===== src/rtl/palin_pkg.sv =====
// palin_pkg: shared definitions for the serial palindrome detector.
//   MODE_NOL / MODE_OL : encodings of the overlap input.
//   fill_width()       : width rule for the window fill counter.
//   is_palin()         : mirror compare of the low n bits of a 16-bit word.
package palin_pkg;

    localparam logic MODE_NOL = 1'b0;
    localparam logic MODE_OL  = 1'b1;

    // Fill runs 0..width inclusive, so it needs one more code than width.
    function automatic int fill_width(input int width);
        return $clog2(width + 1);
    endfunction

    // Bits at or above n are ignored; pairs beyond n/2 are masked off by
    // the i < n/2 guard so the loop bound stays constant.
    function automatic logic is_palin(input logic [15:0] w, input int n);
        logic ok;
        ok = 1'b1;
        for (int i = 0; i < 8; i++) begin
            if ((i < n / 2) && (w[i] != w[n - 1 - i])) begin
                ok = 1'b0;
            end
        end
        return ok;
    endfunction

endpackage


===== src/rtl/palin_window.sv =====
// palin_window: serial shift window and fill counter.
//   clk, rst          : clock, async active-high reset
//   clr               : synchronous clear of window and fill
//   in_valid          : accept serial_in on this edge
//   serial_in         : data bit, shifted in at bit 0
//   restart           : previous window was consumed; count fill from 0
//   win               : window contents as they will be after this edge
//   full              : fill will equal WIDTH after this edge
// win/full are the post-edge view so the top can register a detection on
// the same edge that accepts the completing bit.
module palin_window
    import palin_pkg::*;
#(
    parameter int WIDTH = 5
) (
    input  logic             clk,
    input  logic             rst,
    input  logic             clr,
    input  logic             in_valid,
    input  logic             serial_in,
    input  logic             restart,
    output logic [WIDTH-1:0] win,
    output logic             full
);

    localparam int FILL_W = fill_width(WIDTH);
    localparam logic [FILL_W-1:0] FILL_MAX = FILL_W'(WIDTH);

    logic [WIDTH-1:0]  win_q;
    logic [FILL_W-1:0] fill_q;
    logic [FILL_W-1:0] fill_eff;
    logic [FILL_W-1:0] fill_nxt;

    always_comb begin
        fill_eff = restart ? '0 : fill_q;
        win      = win_q;
        fill_nxt = fill_q;
        if (clr) begin
            win      = '0;
            fill_nxt = '0;
        end else if (in_valid) begin
            win      = {win_q[WIDTH-2:0], serial_in};
            fill_nxt = (fill_eff == FILL_MAX) ? FILL_MAX : fill_eff + FILL_W'(1);
        end
        full = (fill_nxt == FILL_MAX);
    end

    always_ff @(posedge clk or posedge rst) begin
        if (rst) begin
            win_q  <= '0;
            fill_q <= '0;
        end else begin
            win_q  <= win;
            fill_q <= fill_nxt;
        end
    end

endmodule


===== src/rtl/palin_detect_nbit.sv =====
// palin_detect_nbit: serial palindrome detector, Moore output.
//   clk, rst    : clock, async active-high reset
//   serial_in   : data bit, taken when in_valid=1
//   in_valid    : sample qualifier
//   overlap     : 1 = overlapping, 0 = non-overlapping detection
//   clr         : synchronous clear (wins over in_valid)
//   out         : registered, 1 while the current full window is palindromic
//   match_count : saturating count of detections since reset/clr
module palin_detect_nbit
    import palin_pkg::*;
#(
    parameter int WIDTH = 5,
    parameter int CNT_W = 8
) (
    input  logic             clk,
    input  logic             rst,
    input  logic             serial_in,
    input  logic             in_valid,
    input  logic             overlap,
    input  logic             clr,
    output logic             out,
    output logic [CNT_W-1:0] match_count
);

    logic [WIDTH-1:0] win_nxt;
    logic             full_nxt;
    logic             restart;
    logic             accept;
    logic             det;

    // In non-overlap mode a detection consumes the window, so the next
    // accepted bit begins a fresh one.
    assign restart = (overlap == MODE_NOL) && out;
    assign accept  = in_valid && !clr;
    assign det     = full_nxt && is_palin(16'(win_nxt), WIDTH);

    palin_window #(
        .WIDTH(WIDTH)
    ) u_window (
        .clk      (clk),
        .rst      (rst),
        .clr      (clr),
        .in_valid (in_valid),
        .serial_in(serial_in),
        .restart  (restart),
        .win      (win_nxt),
        .full     (full_nxt)
    );

    always_ff @(posedge clk or posedge rst) begin
        if (rst) begin
            out <= 1'b0;
        end else if (clr) begin
            out <= 1'b0;
        end else if (accept) begin
            out <= det;
        end
    end

    always_ff @(posedge clk or posedge rst) begin
        if (rst) begin
            match_count <= '0;
        end else if (clr) begin
            match_count <= '0;
        end else if (accept && det && (match_count != '1)) begin
            match_count <= match_count + CNT_W'(1);
        end
    end

endmodule


===== config.mk =====
export PLATFORM = sky130hd
export DESIGN_NAME = palin_detect_nbit
export DESIGN_NICKNAME = d
export VERILOG_FILES = /design/src/rtl/palin_pkg.sv /design/src/rtl/palin_window.sv /design/src/rtl/palin_detect_nbit.sv
export SDC_FILE = /design/constraint.sdc
export NUM_CORES = 1
export LEC_CHECK = 0
export ABC_CLOCK_PERIOD_IN_PS = 2100
export CORE_MARGIN = 8
export CORE_UTILIZATION = 54
export CTS_BUF_LIST = sky130_fd_sc_hd__clkbuf_8
export CTS_CLUSTER_SIZE = 14
export DETAILED_ROUTE_END_ITERATION = 7
export PLACE_DENSITY = 0.81
export SETUP_SLACK_MARGIN = 0.1
export SLEW_MARGIN = 20
export SYNTH_ARGS = -nofsm -noshare
export SYNTH_HDL_FRONTEND = slang
export SYNTH_SLANG_ARGS = --single-unit

===== constraint.sdc =====
create_clock -name clk -period 2.1 [get_ports clk]
set_input_delay 0.315 -clock clk [delete_from_list [all_inputs] [get_ports clk]]
set_output_delay 0.315 -clock clk [all_outputs]
set_load 0.1 [all_outputs]

==> results.md <==
- CP endpoint kind: flip-flop
- Primary FF master, synth: dfrtp_1
- Io pins: 15
- Slew HR: 58.2%
- Post-Syn Area: 901 sq um
- Most numerous cell in the Yosys netlist: dfrtp_1
- Area delta synth->final: 25.7%
- CP arrival: 2040 ps
- CP max stage delay: 530 ps
- Share of power burned in registers: 48.5%
- Tightest Pin Transition: 626 ps
- Critical Path, Cell by Cell: clkdlybuf4s50_1 > and2b_4 > or3_4 > or4_1 > a21oi_1
- DIE AREA: 0.00323 sq mm
- Die height: 56.8 um
- Final Total Pwr: 0.658 mW
- CP top delay family: simple AND/OR/NAND/NOR gates
- RD Place Congestion: 0.799
- Max VDD drop: 0.544 mV
- GRT Util Overall: 12.8%
- Cts bufs inserted: 3
- Register area: 412 sq um
- Max-cap violations: 0
- Clk_lat worst skew: 250 ps
- Comb power frac: 9.0%
- First-pass GRT wire length: 3480 um
- Synth top cells by count: dfrtp_1, nor2_1, nor2b_1, nand2_1
- Port bufs: 14
- Worst EP required: 2270 ps
- Hold-fix buffers, CTS: 0
- Seq cells post-synth: 16
- Final WL: 2040 um
- DR pass1 iterations: 4
- Fin crit period: 1870 ps
- Switching power: 0.151 mW
- Mapped Cells: 94
- Initial antenna violation count: 0
- CP startpoint kind: input pin
- Syn nets: 101
- Vias in the first global route: 796
- Post-synth top area cell: dfrtp_1
- Setup Skew: 1.50 ps
- RSZ-0062 raised after global routing: false
- HP Class: in -> async
- Synth Area per Inst: 9.58 sq um
- Leak: 0.479 nW
- Row count: 14
- Grt total ovfl: 0
- Antenna fix cells: 0
- Synth unique cells: 34
- Clock power share: 42.5%
- Number of synthesized flops with an enable pin: 0
- Sw Share: 22.9%
- Pint: 0.507 mW
- CTS max path bufs: 2
- Setup Buffers After CTS: 0
- Final setup vio count: 0
- Post-Route Setup TNS: 0 ps
- Vias per cell: 6.05
- Wire per inst: 15.7 um
- Largest net degree at the start of global routing: 21
- Post-CTS Resized: 0
- Critical-path top delay cell: or4_1
- Final #Nets: 122
- Synth area leaders: dfrtp_1, nor2_1, mux2i_1
- H-tree Lvls: 1
- Worst-path clk slew: 70 ps
- Core footprint: 0.00154 sq mm
- Initial DRC count: 19
- Remaining antenna violation count: 0
- Setup CP Type: in -> reg
- FILL cells: 118
- Peak Freq: 0.535 GHz
- Drt drc: 0
- DR vias: 787
- Final hold vios: 0
- Max Slew Vio Count: 0
- PD cells: 581 mW/mm^2
- CTS tree: done
- Yosys top cell area share: 44.4%
- Final worst-path cycle share: 89.0%
- Die Wd: 56.8 um
- Share of cells above drive strength 1: 29.8%
- Initial Utilization: 58.4%
- Area occupied by multi-input gates: 469 sq um
- CTS root buf: clkbuf_8
- Status: finished clean
- Crit path max fanout: 9
- DP HPWL: 1400 um
- Share of flip-flops with an asynchronous set or reset: 100%
- CTS sink count: 16
- R2R setup slack: 270 ps
- Yosys Warn Count: 0
- CP bufs+invs: 1
- Sequential area share after synthesis: 44.4%
[state kept, by name (all words and copies together), names as in the netlist]
| register | flops |
|---|---|
| u_window.win_q | 4 |
| out | 1 |
| u_window.fill_q | 3 |
| match_count | 8 |
[cell families (layout without fill, tap and decap cells)]
group,Yosys count,after routing,synth area share (%)
AOI/OAI and AO/OA,17,17,12.4
xor gates and xnor gates,2,2,1.94
adders and majority gates,1,1,1.39
buffers and inverters,7,27,4.86
DFF,16,16,44.4
muxes,7,7,8.19
and+or+nand+nor,44,44,26.8
[metal layers]
metal	up-vias	share of wire, %	track usage, %
met5	-	0	0
met4	0	1.8	6.04
met3	6	4.4	2.70
met2	22	45	19.3
met1	375	48	16.9
li1	384	-	-
[path summary, 6_finish.rpt]
kind                                              from                           to  cells past startpoint
max                                            overlap   match_count[0]$_DFFE_PP0P_                      5
min                                                rst   match_count[1]$_DFFE_PP0P_                      2
max reg2reg                            out$_DFFE_PP0P_   match_count[0]$_DFFE_PP0P_                      4
min reg2reg                u_window.win_q[1]$_DFF_PP0_  u_window.win_q[1]$_DFF_PP0_                      2
max in group asynchronous                          rst              out$_DFFE_PP0P_                      2
min in group clk           u_window.win_q[1]$_DFF_PP0_  u_window.win_q[1]$_DFF_PP0_                      2
[per-stage QoR]
stage | cells | instance area (sq um) | setup slack [ps] | hold slack, ps | util (%)
floorplan | 94 | 925 | 91.4 | 228 | -
global route | 130 | 1130 | 203 | 521 | 73.5
detailed placement | 126 | 1080 | 11.3 | 511 | 69.9
CTS | 130 | 1130 | 230 | 464 | 73.5
finish | 130 | 1130 | 231 | 437 | 73.5
global placement | 126 | 1080 | 21.4 | 498 | 69.9
[power by group through the flow]
stage / combinational [mW] / clock, mW / sequential, mW
5_1_grt: 0.0663 / 0.287 / 0.320
4_1_cts: 0.0600 / 0.280 / 0.319
6_report: 0.0594 / 0.280 / 0.319
3_3_place_gp: 0.0581 / 0 / 0.325
2_1_floorplan: 0.0406 / 0 / 0.324
3_5_place_dp: 0.0598 / 0 / 0.325
[placed cells by master (no fill, tap or decap), drive strengths merged, types with 2 or more instances in the layout]
master	instances
a211oi	2
nor2	12
o21ai	3
mux2	3
nand2	5
o31ai	2
nand4	2
nor4	2
o41ai	2
nand3	4
xnor2	2
clkbuf	4
or4	2
mux2i	4
nor2b	6
dfrtp	16
nor3	4
clkdlybuf4s50	5
buf	15
a31oi	2
a21oi	4
inv	3
[final cells by class]
class | instances | share of cell area, %
Multi-Input combinational cell | 71 | 41.4
Timing Repair Buffer | 20 | 14.4
Inverter | 3 | 1.22
Clock buffer | 4 | 4.86
Sequential cell | 16 | 36.4
Tap cell | 16 | 1.77
Power figures use the tool's default switching activity.
